$ cat src/rtl/j1a_boot_arbiter.sv
// -----------------------------------------------------------------------------
// j1a_boot_arbiter
//
// Purpose:
//   Owns the 16-bit program-RAM write port while the j1 core is held in reset.
//   A framed boot image arrives on the UART RX byte stream:
//     SYNC_BYTE, LEN_LO, LEN_HI, N x {DATA_LO, DATA_HI} [, CSUM]
//   Each data word is written little-endian from word address 0 upward.
//   At the end of the frame the core is released and the RAM write port is
//   handed to it through a combinational pass-through.
//
// Optional feature:
//   LOADER_CSUM_EN  When defined, a trailing checksum byte is consumed.
//                   It must equal the XOR of all data bytes.
//                   A mismatch parks the loader in a sticky error state.
//                   When undefined, err is tied low and RUN follows the last data byte.
//
// Ports:
//   clk, reset     system clock, synchronous active-high reset
//   rx_valid/data  UART RX byte and its valid flag
//   rx_rd          one-cycle strobe: the byte was consumed by the loader
//   core_mem_*     core RAM write strobe, byte address and data (used in RUN only)
//   ram_*          program-RAM write port (we, word address, data)
//   core_resetq    active-low core reset (0 while loading or in error)
//   busy           high while a frame is being received
//   err            sticky checksum failure
// -----------------------------------------------------------------------------
module j1a_boot_arbiter #(
  parameter int          ADDR_W    = 12,
  parameter logic [7:0]  SYNC_BYTE = 8'hA5
) (
  input  logic              clk,
  input  logic              reset,
  input  logic              rx_valid,
  input  logic [7:0]        rx_data,
  output logic              rx_rd,
  input  logic              core_mem_wr,
  input  logic [15:0]       core_mem_addr,
  input  logic [15:0]       core_dout,
  output logic              ram_we,
  output logic [ADDR_W-1:0] ram_waddr,
  output logic [15:0]       ram_wdata,
  output logic              core_resetq,
  output logic              busy,
  output logic              err
);

  typedef enum logic [2:0] {
    S_SYNC,
    S_LEN_LO,
    S_LEN_HI,
    S_DATA_LO,
    S_DATA_HI,
    S_CSUM,
    S_RUN,
    S_ERR
  } state_t;

  // State entered once the last data word (or an empty length) has been taken.
`ifdef LOADER_CSUM_EN
  localparam state_t S_AFTER_DATA = S_CSUM;
`else
  localparam state_t S_AFTER_DATA = S_RUN;
`endif

  state_t              state_q, state_d;
  logic                rx_rd_q, rx_rd_d;
  logic                ram_we_q, ram_we_d;
  logic [ADDR_W-1:0]   ram_waddr_q, ram_waddr_d;
  logic [15:0]         ram_wdata_q, ram_wdata_d;
  logic                core_resetq_q, core_resetq_d;
  logic                busy_q, busy_d;
  logic [7:0]          len_lo_q, len_lo_d;
  logic [15:0]         left_q, left_d;
  logic [ADDR_W-1:0]   cnt_q, cnt_d;
  logic [7:0]          lo_q, lo_d;
`ifdef LOADER_CSUM_EN
  logic [7:0]          csum_q, csum_d;
  logic                err_q, err_d;
`endif

  logic                take;
  logic [15:0]         len_word;

  // A byte is taken only when the strobe was low last cycle; this gives the
  // RX source one full cycle to advance to its next byte.
  assign take     = rx_valid && !rx_rd_q && (state_q != S_RUN) && (state_q != S_ERR);
  assign len_word = {rx_data, len_lo_q};

  always_comb begin
    state_d       = state_q;
    rx_rd_d       = 1'b0;
    ram_we_d      = 1'b0;
    ram_waddr_d   = ram_waddr_q;
    ram_wdata_d   = ram_wdata_q;
    core_resetq_d = core_resetq_q;
    len_lo_d      = len_lo_q;
    left_d        = left_q;
    cnt_d         = cnt_q;
    lo_d          = lo_q;
`ifdef LOADER_CSUM_EN
    csum_d        = csum_q;
    err_d         = err_q;
`endif

    case (state_q)
      S_SYNC: begin
        if (take) begin
          rx_rd_d = 1'b1;
          if (rx_data == SYNC_BYTE) begin
            state_d = S_LEN_LO;
          end
        end
      end

      S_LEN_LO: begin
        if (take) begin
          rx_rd_d  = 1'b1;
          len_lo_d = rx_data;
          state_d  = S_LEN_HI;
        end
      end

      S_LEN_HI: begin
        if (take) begin
          rx_rd_d = 1'b1;
          left_d  = len_word;
          cnt_d   = '0;
`ifdef LOADER_CSUM_EN
          csum_d  = 8'h00;
`endif
          state_d = (len_word == 16'd0) ? S_AFTER_DATA : S_DATA_LO;
        end
      end

      S_DATA_LO: begin
        if (take) begin
          rx_rd_d = 1'b1;
          lo_d    = rx_data;
`ifdef LOADER_CSUM_EN
          csum_d  = csum_q ^ rx_data;
`endif
          state_d = S_DATA_HI;
        end
      end

      S_DATA_HI: begin
        if (take) begin
          rx_rd_d     = 1'b1;
          ram_we_d    = 1'b1;
          ram_waddr_d = cnt_q;
          ram_wdata_d = {rx_data, lo_q};
          // Address counter wraps naturally for over-long images.
          cnt_d       = cnt_q + 1'b1;
          left_d      = left_q - 16'd1;
`ifdef LOADER_CSUM_EN
          csum_d      = csum_q ^ rx_data;
`endif
          state_d     = (left_q == 16'd1) ? S_AFTER_DATA : S_DATA_LO;
        end
      end

      S_CSUM: begin
`ifdef LOADER_CSUM_EN
        if (take) begin
          rx_rd_d = 1'b1;
          if (rx_data == csum_q) begin
            state_d = S_RUN;
          end else begin
            state_d = S_ERR;
            err_d   = 1'b1;
          end
        end
`else
        state_d = S_RUN;
`endif
      end

      S_RUN: begin
        // Released one cycle after entry so the final loader write is still
        // presented from the loader registers before the port is handed over.
        core_resetq_d = 1'b1;
      end

      default: begin
        // S_ERR: park until reset.
        state_d = S_ERR;
      end
    endcase

    busy_d = (state_d == S_LEN_LO) || (state_d == S_LEN_HI) ||
             (state_d == S_DATA_LO) || (state_d == S_DATA_HI) ||
             (state_d == S_CSUM);
  end

  always_ff @(posedge clk) begin
    if (reset) begin
      state_q       <= S_SYNC;
      rx_rd_q       <= 1'b0;
      ram_we_q      <= 1'b0;
      ram_waddr_q   <= '0;
      ram_wdata_q   <= 16'h0000;
      core_resetq_q <= 1'b0;
      busy_q        <= 1'b0;
      len_lo_q      <= 8'h00;
      left_q        <= 16'h0000;
      cnt_q         <= '0;
      lo_q          <= 8'h00;
`ifdef LOADER_CSUM_EN
      csum_q        <= 8'h00;
      err_q         <= 1'b0;
`endif
    end else begin
      state_q       <= state_d;
      rx_rd_q       <= rx_rd_d;
      ram_we_q      <= ram_we_d;
      ram_waddr_q   <= ram_waddr_d;
      ram_wdata_q   <= ram_wdata_d;
      core_resetq_q <= core_resetq_d;
      busy_q        <= busy_d;
      len_lo_q      <= len_lo_d;
      left_q        <= left_d;
      cnt_q         <= cnt_d;
      lo_q          <= lo_d;
`ifdef LOADER_CSUM_EN
      csum_q        <= csum_d;
      err_q         <= err_d;
`endif
    end
  end

  // Core address bits outside the word-address field are not used.
  logic unused_addr_bits;
  assign unused_addr_bits = ^{core_mem_addr[15:ADDR_W+1], core_mem_addr[0]};

  // Once released, the core drives the RAM port directly (no added latency).
  assign rx_rd       = rx_rd_q;
  assign ram_we      = core_resetq_q ? core_mem_wr                 : ram_we_q;
  assign ram_waddr   = core_resetq_q ? core_mem_addr[ADDR_W:1]     : ram_waddr_q;
  assign ram_wdata   = core_resetq_q ? core_dout                   : ram_wdata_q;
  assign core_resetq = core_resetq_q;
  assign busy        = busy_q;
`ifdef LOADER_CSUM_EN
  assign err         = err_q;
`else
  assign err         = 1'b0;
`endif

endmodule

$ cat config.mk
export PLATFORM = sky130hd
export DESIGN_NAME = j1a_boot_arbiter
export DESIGN_NICKNAME = d
export VERILOG_FILES = /design/src/rtl/j1a_boot_arbiter.sv
export SDC_FILE = /design/constraint.sdc
export NUM_CORES = 1
export LEC_CHECK = 0
export BUFFER_PORTS_ARGS = -buffer_cell sky130_fd_sc_hd__buf_2
export CORE_MARGIN = 3
export CORE_UTILIZATION = 30
export DETAILED_ROUTE_END_ITERATION = 16
export GPL_ROUTABILITY_DRIVEN = 0
export HOLD_SLACK_MARGIN = 0.05
export PLACE_DENSITY = 0.58
export SLEW_MARGIN = 20
export SYNTH_ARGS = -nofsm -noshare
export SYNTH_HDL_FRONTEND = slang
export SYNTH_SLANG_ARGS = --single-unit
$ cat constraint.sdc
create_clock -name clk -period 2.7 [get_ports clk]
set_input_delay 0 -clock clk [delete_from_list [all_inputs] [get_ports clk]]
set_output_delay 0 -clock clk [all_outputs]
set_load 0.02 [all_outputs]
## After elaboration in Yosys (flattened, before gate mapping)

Index checks and enable logic that the tools add are counted.

| word-level totals | value |
|---|---|
| register bits | 79 |
| input port bits | 44 |
| output and inout port bits | 33 |

| cells by class | value |
|---|---|
| add/subtract/negate cells | 2 |
| eq/ne operators | 17 |
| muxes and demuxes | 19 |
| bitwise gates (word level) | 2 |
| reductions and logical operators | 18 |

Operators with widths:

| operator | count |
|---|---|
| 16-bit two-way mux | 3 |
| 12-bit two-way mux | 3 |
| 16-bit one-hot mux with 2 select lines | 1 |
| 3-bit two-way mux | 8 |
| 12-bit one-hot mux with 2 select lines | 1 |
| 3-bit one-hot mux with 7 select lines | 1 |
| 16-bit by 1-bit == test with 1-bit output, second input constant | 1 |
| 16-bit zero test | 1 |
| 16-bit by 1-bit subtractor with 16-bit output, second input constant | 1 |
| 3-bit == test, second input constant | 5 |
| 12-bit by 1-bit adder with 12-bit output, second input constant | 1 |
| 3-bit by 2-bit == test with 1-bit output, second input constant | 4 |
| 8-bit == test, second input constant | 1 |
| 3-bit by 1-bit == test with 1-bit output, second input constant | 2 |
| 3-bit inequality test, second input constant | 2 |
| 2-bit AND reduction | 3 |
| 5-bit OR reduction | 1 |
| 1-bit logical OR | 4 |
| 2-bit inequality test, second input constant | 2 |
| 2-bit OR reduction | 2 |
| 1-bit logical AND | 3 |
| 3-bit zero test | 1 |
| 3-bit AND reduction | 1 |
| 1-bit two-way mux | 2 |
| 3 further kinds | 4 |

## Logic depth before layout (Yosys ltp)

Gate-level depths: netlist (run 1).

| depth | value |
|---|---|
| word-level depth | 11 |
| depth in mapped cells | 8 |

## Least setup slack after synthesis (run 1)

OpenSTA, ideal clock, no wires.

| timing path | value |
|---|---|
| path type | reg-to-reg |
| start | register left_q[1] |
| end | register busy_q (netlist: busy) |
| library setup time | 0.130 ns |
| arrival | 2.024 ns |
| data required time | 2.570 ns |
| setup slack | 0.546 ns |
| stages on the path, launching flop included | 8 |
| buffers on the path | 0 |
| period minus slack after synthesis | 2.154 ns |
| cell sequence | dfxtp_1 -> inv_1 -> ha_1 -> or4b_2 -> or4_4 -> a311o_1 -> o21bai_1 -> a31oi_1 |

| on the way | value |
|---|---|
| cells in the longest elaborated chain, start to end | 9 |
| elaborated cells between the ends (all ways) | 13 |

Ends and longest elaborated chain:

| element | RTL line | source |
|---|---|---|
| start: declaration | 74 | `logic [15:0] left_q, left_d;` |
| start signal: assignment | 222 | `left_q <= left_d;` |
| 16-bit by 1-bit == test with 1-bit output (*) | 159 | `state_d = (left_q == 16'd1) ? S_AFTER_DATA : S_DATA_LO;` |
| 3-bit two-way mux (*) | 159 |  |
| 3-bit two-way mux (*) | 148 | `if (take) begin` |
| 3-bit one-hot mux with 7 select lines (*) | 106 | `case (state_q)` |
| 3-bit by 1-bit == test with 1-bit output / 3-bit by 2-bit == test with 1-bit output (equally long branches) | 191 | `busy_d = (state_d == S_LEN_LO) \|\| (state_d == S_LEN_HI) \|\|` |
| 1-bit logical OR (2 in series) | 191 |  |
| 1-bit logical OR | 192 | `(state_d == S_DATA_LO) \|\| (state_d == S_DATA_HI) \|\|` |
| 1-bit logical OR (*) | 192 |  |
| end signal: assignment | 220 | `busy_q <= busy_d;` |
| end: declaration | 72 | `logic busy_q, busy_d;` |

Every way passes the cells marked *; elsewhere a longest branch is shown, timed or not.
A chain may end at the register's enable or synchronous reset.

## Final worst setup path (run 1)

Same ends and word-level chain as after synthesis.

==> impl_results.md, run 1 <==
* Cell-by-cell listing of the critical path: inv_1 > ha_1 > or4b_2 > or4_4 > a311o_1 > o21bai_1 > a31oi_1
* Design Power at 2.358 mW
* Final Instance Area at 4688 sq um
* Largest net degree at the start of global routing at 53
* Number of buffer cells added on primary ports at 71
* Status: completed
* Post-route DRC at 0
* Share of the yosys chip area belonging to registers at 41.25%
* Gate power share at 4.0%
* Initial antenna violation count at 0
* Vias per cell at 5.152
* Global-route wire length before repair at 16070 microns
* Pre-CTS setup slack at 0.4309 ns
* Required time of the critical path at 2.90 ns
* Relative slew slack at 37.71%
* Total Nets Final at 585
* WL per Instance at 13.69 microns
* Post-synthesis cell area at 3834 sq um
* Clock latency reported for the late side of the worst-skew pair at 0.33 ns
* Type of the worst setup path: reg2reg
* FP Rows at 40
* Fin Hold WS at 0.09395 ns
* Fraction of the cycle the final worst path needs at 84.64%
* Achievable clock frequency at 0.4376 GHz
* Combined global-route utilization of all metal layers at 13.63%
* Number of buffers on the longest clock path at 2
* Die width at 119.0 microns
* Register bit count reported by yosys at 79
* Starting density of the core at 31.27%
* Startpoint Class: register
* Total Routed Length at 9708 microns
* Power dissipated by switching net loads at 0.4892 mW
* Dominant register cell in the synthesized netlist: dfxtp_1
* Area growth syn-to-layout at 22.29%
* Arrival @ worst endpoint at 2.49 ns
* End-of-flow core utilization at 38.23%
* Net count after synthesis at 519
* Count of placed standard cells including taps at 687
* Detailed placement HPWL at 6873 microns
* Kind of end point of the critical path: register
* TritonCTS buffer count at 9
* Number of standard cells after synthesis at 472
* Num ports at 77
* Internal power consumption at 1.868 mW
* Asr flop ratio synth at 0%
* DR iter-0 viols at 229
* Via Count at 3653
* Number of sinks driven by the clock tree at 79
* Count of flip-flops with a built-in enable after synthesis at 0
* Total gr overflow at 0
* Crit-path max cell delay at 0.59 ns
* Number of iterations in the first detailed-routing pass at 6
* Total placed instance area at 4343 sq um
* Count of H-tree levels built during CTS at 3
* RSZ-0062 raised after global routing: no
* Clock network fraction of total power at 46.5%
* Die outline height at 119.0 microns
* Number of failing setup endpoints in the final timing report at 0
* Crit Path Max Fanout at 4
* Clk_skew at 0.005191 ns
* Placeable core area at 12260 sq um
* Root buffer cell: clkbuf_16
* Number of global-route vias before repair at 3305
* Area of the die at 14170 sq um
* Switching portion of total power at 20.75%
* CTS clock-pin slew for the worst setup and hold paths at 0.06 ns
* Hold violation total from the final report at 0
* Final non-filler cell total at 709
* Count of filler cells inserted in the layout at 1252
* Max stage delay cell, worst path: or4b_2
* ANT nets after route at 0
* Hold crit path type: in2reg
* Average footprint of a synthesized cell at 8.122 sq um
* Count of final max-slew check failures at 0
* Peak ir drop on the vdd network at 0.0002867 V
* Leak pwr at 1.791 nW
* Final setup slack of the worst path at 0.4148 ns
* Power density of the placed cells at 502.9 nW/um^2
* Number of distinct library cell variants in the gate-level netlist after synthesis at 57
* Setup total negative slack at 0 ns
* Number of diodes added for antenna fixing at 0
* Fraction of layout cells with a size suffix above 1 at 25.14%
* Post-cts sizing count at 0
* Sequential cell fraction of total power at 49.5%
* Time the final worst path needs with I/O delays and setup at 2.285 ns
* Max-capacitance violation count at 0
* Count of synthesis-stage warnings from yosys at 0
* Worst-margin pin slew at 0.9343 ns
* CTS tree: done
-- sequential cells by signal, indices dropped and copies added, names as in the netlist --
name         count
left_q          16
lo_q             8
busy             1
ram_wdata_q     16
cnt_q           12
rx_rd            1
len_lo_q         8
state_q          3
ram_we_q         1
core_resetq      1
ram_waddr_q     12
-- power by group through the flow --
stage	logic (mW)	clock network [mW]	registers [mW]
6_report	0.0939	1.10	1.17
5_1_grt	0.103	1.17	1.17
4_1_cts	0.0948	1.13	1.17
3_5_place_dp	0.0860	0	1.19
3_3_place_gp	0.0844	0	1.19
2_1_floorplan	0.0369	0	1.19
-- worst paths after layout --
kind | to | from | depth (start not counted) | slack (ns)
worst min register to register | ram_waddr_q[10]$_SDFFE_PP0P_ | ram_waddr_q[10]$_SDFFE_PP0P_ | 2 | 0.45
worst max-delay path | busy$_SDFF_PP0_ | left_q[1]$_SDFFE_PP0P_ | 7 | 0.41
worst max register to register | busy$_SDFF_PP0_ | left_q[1]$_SDFFE_PP0P_ | 7 | 0.41
worst min-delay path | rx_rd$_SDFF_PP0_ | rx_valid | 3 | 0.09
-- cell usage after synthesis, types with 4 or more instances --
library cell / instances / area, sq um
nand2_1: 85 / 319.1
dfxtp_1: 79 / 1582
a21oi_1: 57 / 285.3
nor2_1: 43 / 161.4
clkbuf_1: 29 / 108.9
mux2_2: 29 / 326.6
o21ai_0: 23 / 115.1
nand3_1: 12 / 60.06
nor4_1: 10 / 62.56
a22oi_1: 9 / 67.56
nor3_1: 9 / 45.04
mux2i_1: 8 / 80.08
a211oi_1: 6 / 45.04
buf_4: 5 / 37.54
nor3b_1: 4 / 30.03
-- critical path: cells and delay by family (launching register included) --
kind                     cells  cell delay, ns
flip-flops                   1            0.33
AO/OA/AOI/OAI                3            0.58
buffers and inverters        1            0.08
AND/OR/NAND/NOR              2            1.04
adder cells (fa/ha/maj)      1            0.13
-- metal layers --
| metal | up-vias | track usage, % | wire length, microns |
|---|---|---|---|
| met3 | 9 | 3.799 | 555 |
| met5 | - | 0 | 0 |
| li1 | 1822 | - | - |
| met1 | 1717 | 17.70 | 4473 |
| met4 | 0 | 3.186 | 75 |
| met2 | 105 | 22.43 | 4604 |
-- layout make-up --
class	instances	area (sq um)	area share (%)
multi-input cells	354	2082	44.41
flip-flops and latches	79	1582	33.73
well taps	168	210.2	4.484
inverters	3	11.26	0.2402
clock buffers	13	260.3	5.551
clock inverters	1	5.005	0.1068
repair buffers	91	538.0	11.48
-- cell families after synthesis --
family | synth area share [%]
other cells | 0.09782
simple gates | 23.53
buf+inv | 4.602
xor+xnor | 0.2285
compound gates | 18.44
flops | 41.25
mux | 10.61
fa+ha+maj | 1.240
-- cell usage in the layout, fill, tap and decap left out, drive strengths merged, types with 10 or more instances in the layout --
cell / instances
nor4: 10
clkbuf: 13
mux2: 29
o21ai: 23
nand2: 85
a21oi: 57
nor2: 44
buf: 83
dfxtp: 79
nand3: 12
-- what timing repair did --
action,CTS,global route
hold buffers,8,0
buffers inserted,0,0
endpoints found under the hold margin,21,0
(Power assumes the default switching activity.)
==> run 2, diff against run 1 <==
==> constraint.sdc (replaced) <==
create_clock -name clk -period 2.2 [get_ports clk]
set_input_delay 0 -clock clk [delete_from_list [all_inputs] [get_ports clk]]
set_output_delay 0 -clock clk [all_outputs]
set_load 0.02 [all_outputs]
==> impl_results.md, run 2 (synthesized netlist as in run 1, its figures left out) <==
* Hold Path Origin: reset (was rx_valid)
* Clock latency reported for the late side of the worst-skew pair at 0.33 ns (about the same)
* Most used cells in the layout excluding fill and tap cells: 85 x nand2_1, 79 x dfxtp_1, 71 x buf_2 (unchanged)
* Hold violation total from the final report at 0 (unchanged)
* Achievable clock frequency at 0.4574 GHz (was 0.4376 GHz)
* Worst reg-to-reg setup slack at 0.01 ns (was 0.41 ns)
* Fraction of layout cells with a size suffix above 1 at 27.68% (was 25.14%)
* Number of diodes added for antenna fixing at 0 (unchanged)
* Setup total negative slack at 0 ns (unchanged)
* Hold crit path type: in2reg (unchanged)
* Combined global-route utilization of all metal layers at 14.59% (was 13.63%)
* Worst-margin pin slew at 0.6831 ns (was 0.9343 ns)
* Peak ir drop on the vdd network at 0.0004315 V (was 0.0002867 V)
* Number of buffers on the longest clock path at 2 (unchanged)
* Post-route DRC at 0 (unchanged)
* Num ports at 77 (unchanged)
* Root buffer cell: clkbuf_16 (unchanged)
* CTS tree: done (unchanged)
* Worst Reg2Reg Path Length in Cells at 7 (unchanged)
* Largest net degree at the start of global routing at 48 (was 53)
* Number of buffer cells added on primary ports at 71 (unchanged)
* End-of-flow core utilization at 39.94% (was 38.23%)
* Status: completed (unchanged)
* Die outline height at 119.0 microns (unchanged)
* DR iter-0 viols at 182 (was 229)
* Count of H-tree levels built during CTS at 3 (unchanged)
* FP Rows at 40 (unchanged)
* Total Nets Final at 602 (was 585)
* Required time of the critical path at 2.41 ns (was 2.90 ns)
* Fraction of the cycle the final worst path needs at 99.38% (was 84.64%)
* Crit Path Max Fanout at 3 (was 4)
* Number of sinks driven by the clock tree at 79 (unchanged)
* Area of the die at 14170 sq um (unchanged)
* Die width at 119.0 microns (unchanged)
* RSZ-0062 raised after global routing: yes (was no)
* Power density of the placed cells at 644.8 nW/um^2 (was 502.9 nW/um^2)
* Total gr overflow at 0 (unchanged)
* Count of final max-slew check failures at 0 (unchanged)
* Clk_skew at 0.004850 ns (was 0.005191 ns)
* Detailed placement HPWL at 6976 microns (was 6873 microns)
* ANT nets after route at 0 (unchanged)
* Via Count at 3665 (was 3653)
* Number of global-route vias before repair at 3569 (was 3305)
* Global-route wire length before repair at 17150 microns (was 16070 microns)
* Time the final worst path needs with I/O delays and setup at 2.186 ns (was 2.285 ns)
* Arrival @ worst endpoint at 2.40 ns (was 2.49 ns)
* Relative slew slack at 54.04% (was 37.71%)
* Initial antenna violation count at 0 (unchanged)
* Number of failing setup endpoints in the final timing report at 0 (unchanged)
* Hold endpoint: cnt_q[8]$_SDFFE_PP0P_ (was rx_rd$_SDFF_PP0_)
* Type of the worst setup path: reg2reg (unchanged)
* Number of iterations in the first detailed-routing pass at 4 (was 6)
* Largest registers in the final layout: left_q (16), ram_wdata_q (16) (unchanged)
* Most common library cell in the layout ignoring fill and taps: nand2_1 (unchanged)
* Total Routed Length at 10090 microns (was 9708 microns)
* Max-capacitance violation count at 0 (unchanged)
* Worst hold path cell count at 2 (was 3)
* FF-to-FF End: busy$_SDFF_PP0_ (unchanged)
* Placeable core area at 12260 sq um (unchanged)
* Kind of end point of the critical path: register (unchanged)
* Total setup buffers inserted after CTS at 0 (unchanged)
* Final setup slack of the worst path at 0.01353 ns (was 0.4148 ns)
* Vias per cell at 5.034 (was 5.152)
* Startpoint of the most critical register-to-register path: left_q[1]$_SDFFE_PP0P_ (unchanged)
* Starting density of the core at 31.27% (unchanged)
* Pre-CTS setup slack at -0.06070 ns (was 0.4309 ns)
* TritonCTS buffer count at 9 (unchanged)
* CTS clock-pin slew for the worst setup and hold paths at 0.06 ns (about the same)
* Startpoint Class: register (unchanged)
* WL per Instance at 13.86 microns (was 13.69 microns)
* Leak pwr at 1.915 nW (was 1.791 nW)
* Area growth syn-to-layout at 27.74% (was 22.29%)
## run 2: cell types whose count changed in the layout (fill, tap and decap cells not counted), sizes merged
cell,before,now
buf,83,99
bufinv,0,2
dlygate4sd3,8,9
## run 2: worst max-delay path by stage
stage | depth (start not counted) | slack [ns] | from | to
6_report | 7 | 0.01 | left_q[1]$_SDFFE_PP0P_ | busy$_SDFF_PP0_
5_1_grt | 7 | -0.06 | left_q[1]$_SDFFE_PP0P_ | busy$_SDFF_PP0_
4_1_cts | 8 | 0.01 | left_q[0]$_SDFFE_PP0P_ | left_q[14]$_SDFFE_PP0P_
3_5_place_dp | 7 | -0.06 | left_q[1]$_SDFFE_PP0P_ | busy$_SDFF_PP0_
3_3_place_gp | 7 | 0.002 | left_q[1]$_SDFFE_PP0P_ | busy$_SDFF_PP0_
2_1_floorplan | 7 | 0.05 | left_q[1]$_SDFFE_PP0P_ | busy$_SDFF_PP0_
## run 2: cell type report
cell class	count	area [sq um]
sequential	79	1582
tap	168	210.2
timing repair buffer	108	680.7
fill	1243	7365
clock inverter	3	65.06
multi-input combinational	354	2088
clock buffer	13	260.3
inverter	3	11.26
## run 2: through the flow
step / instance area, sq um / total power [mW] / hold slack [ns] / cells
2_1_floorplan: 3834 / 1.511 / 0.1360 / 472
4_1_cts: 4891 / 3.211 / 0.1596 / 728
6_report: 4897 / 3.158 / 0.1691 / 728
3_5_place_dp: 4476 / 1.571 / 0.3140 / 703
5_1_grt: 4897 / 3.280 / 0.1987 / 728
3_3_place_gp: 4476 / 1.569 / 0.3058 / 703
## run 2: timing repair
action                                 CTS  global route
pin swaps                                1             0
endpoints found under the hold margin   24             0
hold buffers                             9             0
gates resized for setup                  0             4
setup endpoints to repair                1             3
## run 2: power by group
part,switching [mW],internal [mW],total [mW]
clock network,0.551,1.05,1.61
registers,0.00143,1.43,1.43
logic,0.0670,0.0520,0.119
## run 2: critical path, cell delays in order, from the launching register on
cell	delay [ns]
dfxtp_1	0.31
inv_1	0.07
ha_1	0.14
or4b_2	0.58
or4_4	0.44
a311o_1	0.32
o21bai_1	0.15
a31oi_1	0.05
## run 2: per-layer routing
layer	part of all wire, %	wire length (microns)	global-route usage [%]
met5	0	0	0
met4	2.1	215	6.083
met3	5.1	515	3.751
met2	47	4734	23.35
met1	46	4625	18.64
==> run 3, diff against run 2 <==
--- a/config.mk
+++ b/config.mk
@@ -5,13 +5,13 @@
 export SDC_FILE = /design/constraint.sdc
 export NUM_CORES = 1
 export LEC_CHECK = 0
-export BUFFER_PORTS_ARGS = -buffer_cell sky130_fd_sc_hd__buf_2
 export CORE_MARGIN = 3
 export CORE_UTILIZATION = 30
 export DETAILED_ROUTE_END_ITERATION = 16
+export DONT_BUFFER_PORTS = 1
 export GPL_ROUTABILITY_DRIVEN = 0
 export HOLD_SLACK_MARGIN = 0.05
-export PLACE_DENSITY = 0.58
+export PLACE_DENSITY = 0.53
 export SLEW_MARGIN = 20
 export SYNTH_ARGS = -nofsm -noshare
 export SYNTH_HDL_FRONTEND = slang
==> impl_results.md, run 3 (synthesized netlist as in run 1, its figures left out) <==
* Status: completed (unchanged)
* TritonCTS buffer count at 9 (unchanged)
* DR iter-0 viols at 230 (was 182)
* Count of final max-slew check failures at 0 (unchanged)
* Die width at 119.0 microns (unchanged)
* Hold violation total from the final report at 0 (unchanged)
* Total Nets Final at 533 (was 602)
* Most used cells in the layout excluding fill and tap cells: 85 x nand2_1, 77 x dfxtp_1, 57 x a21oi_1 (was 85 x nand2_1, 79 x dfxtp_1, 71 x buf_2)
* Number of failing setup endpoints in the final timing report at 0 (unchanged)
* Type of the worst setup path: reg2reg (unchanged)
* Relative slew slack at 61.18% (was 54.04%)
* Initial antenna violation count at 0 (unchanged)
* Hold crit path type: in2reg (unchanged)
* Number of diodes added for antenna fixing at 0 (unchanged)
* Register area at 1584 sq um (was 1582 sq um)
* Total gr overflow at 0 (unchanged)
* Number of iterations in the first detailed-routing pass at 5 (was 4)
* Crit-path max cell delay at 0.53 ns (was 0.58 ns)
* Leak pwr at 1.572 nW (was 1.915 nW)
* Achievable clock frequency at 0.4546 GHz (was 0.4574 GHz)
* Fraction of the cycle the final worst path needs at 99.99% (was 99.38%)
* Clock latency reported for the late side of the worst-skew pair at 0.33 ns (about the same)
* Crit Path Max Fanout at 3 (unchanged)
* Number of buffers and inverters on the critical path at 1 (unchanged)
* Placeable core area at 12260 sq um (unchanged)
* Post-route DRC at 0 (unchanged)
* CTS clock-pin slew for the worst setup and hold paths at 0.06 ns (about the same)
* Gate power share at 2.9% (was 3.8%)
* Count of filler cells inserted in the layout at 1280 (was 1243)
* Required time of the critical path at 2.41 ns (about the same)
* Number of buffers on the longest clock path at 2 (unchanged)
* Num ports at 77 (unchanged)
* Clk_skew at 0.004845 ns (was 0.004850 ns)
* Via Count at 3459 (was 3665)
* Setup total negative slack at 0 ns (unchanged)
* Max-capacitance violation count at 0 (unchanged)
* Cell-by-cell listing of the critical path: inv_2 > ha_4 > or4b_4 > or4_4 > a311o_1 > o21bai_1 > a31oi_1 (was inv_1 > ha_1 > or4b_2 > or4_4 > a311o_1 > o21bai_1 > a31oi_1)
* Power density of the placed cells at 661.0 nW/um^2 (was 644.8 nW/um^2)
* FP Rows at 40 (unchanged)
* Most common library cell in the layout ignoring fill and taps: nand2_1 (unchanged)
* Kind of end point of the critical path: register (unchanged)
* Number of global-route vias before repair at 3281 (was 3569)
* Internal power consumption at 2.371 mW (was 2.538 mW)
* Combined global-route utilization of all metal layers at 14.42% (was 14.59%)
* Number of sinks driven by the clock tree at 79 (unchanged)
* ANT nets after route at 0 (unchanged)
* Peak ir drop on the vdd network at 0.0003527 V (was 0.0004315 V)
* Area of the die at 14170 sq um (unchanged)
* Combined area of the multi-input logic cells at 2098 sq um (was 2088 sq um)
* Vias per cell at 5.249 (was 5.034)
* CTS tree: done (unchanged)
* WL per Instance at 15.57 microns (was 13.86 microns)
* Detailed placement HPWL at 6822 microns (was 6976 microns)
* Arrival @ worst endpoint at 2.41 ns (was 2.40 ns)
* Power dissipated by switching net loads at 0.6399 mW (was 0.6198 mW)
* Startpoint Class: register (unchanged)
* Largest net degree at the start of global routing at 80 (was 48)
* Clock network fraction of total power at 49.5% (was 50.8%)
* Count of H-tree levels built during CTS at 3 (unchanged)
* Switching portion of total power at 21.26% (was 19.63%)
* Time the final worst path needs with I/O delays and setup at 2.200 ns (was 2.186 ns)
* Fin Hold WS at 0.07399 ns (was 0.1691 ns)
* Total Routed Length at 10260 microns (was 10090 microns)
* Max stage delay cell, worst path: or4_4 (was or4b_2)
* Fraction of layout cells with a size suffix above 1 at 18.13% (was 27.68%)
* Starting density of the core at 31.27% (unchanged)
* Worst-margin pin slew at 0.5769 ns (was 0.6831 ns)
* Kind of cell adding the most delay to the critical path: simple AND/OR/NAND/NOR gates (unchanged)
* Number of buffer cells added on primary ports at 0 (was 71)
* Global-route wire length before repair at 16740 microns (was 17150 microns)
* RSZ-0062 raised after global routing: yes (unchanged)
* Die outline height at 119.0 microns (unchanged)
* Root buffer cell: clkbuf_16 (unchanged)
* Largest registers in the final layout: left_q (16), ram_wdata_q (16) (unchanged)
* Sequential cell fraction of total power at 47.6% (was 45.4%)
* Area growth syn-to-layout at 18.80% (was 27.74%)
[run 3: power groups by stage]
stage               combinational, mW  clock (mW)  sequential [mW]
floorplan                      0.0453           0             1.47
global placement               0.0306           0             1.47
detailed placement             0.0310           0             1.46
CTS                            0.0863        1.53             1.43
global route                   0.0931        1.59             1.43
finish                         0.0859        1.49             1.43
[run 3: cell type report]
cell class / instances / share of cell area [%]
timing repair buffer: 39 / 7.692
clock buffer: 11 / 5.330
tap: 168 / 4.615
multi-input combinational: 354 / 46.07
clock inverter: 5 / 1.264
inverter: 3 / 0.2473
sequential: 79 / 34.78
[run 3: what timing repair did]
item | 4_1_cts | 5_1_grt
resized for setup | 0 | 7
gates cloned | 0 | 0
buffers inserted | 0 | 1
hold endpoints to repair | 79 | 0
hold buffers | 11 | 0
setup endpoints to repair | 1 | 4
pin swaps | 1 | 3
[run 3: per-stage QoR]
stage | util, % | power [mW] | instances | setup WS [ns] | cell area, sq um
2_1_floorplan | - | 1.511 | 472 | 0.04604 | 3834
3_3_place_gp | 33.44 | 1.496 | 631 | 0.0005591 | 4100
3_5_place_dp | 33.44 | 1.496 | 631 | -0.02640 | 4100
4_1_cts | 36.93 | 3.052 | 658 | 0.03549 | 4528
5_1_grt | 37.14 | 3.116 | 659 | -0.07599 | 4554
6_report | 37.14 | 3.011 | 659 | 0.0002378 | 4554
[run 3: worst paths after layout]
check / depth (start not counted) / from / endpoint / slack (ns)
max: 7 / left_q[1]$_SDFFE_PP0P_ / busy$_SDFF_PP0_ / 0.0002
max reg2reg: 7 / left_q[1]$_SDFFE_PP0P_ / busy$_SDFF_PP0_ / 0.0002
min reg2reg: 2 / ram_wdata_q[7]$_SDFFE_PP0P_ / ram_wdata_q[7]$_SDFFE_PP0P_ / 0.45
min: 4 / rx_data[5] / state_q[0]$_SDFF_PP0_ / 0.07
[run 3: worst register-to-register path, stage by stage, from the launching register on]
cell and delay [ns]:
dfxtp_2 0.32, inv_2 0.07, ha_4 0.11, or4b_4 0.44
or4_4 0.53, a311o_1 0.40, o21bai_1 0.15, a31oi_1 0.05
[run 3: routing by layer]
metal  share of wire [%]  track usage, %  vias up
met4                 1.6           4.200        0
li1                    -               -     1715
met5                   0               0        -
met2                  47           23.88      114
met1                  43           17.85     1614
met3                 7.8           4.748       16
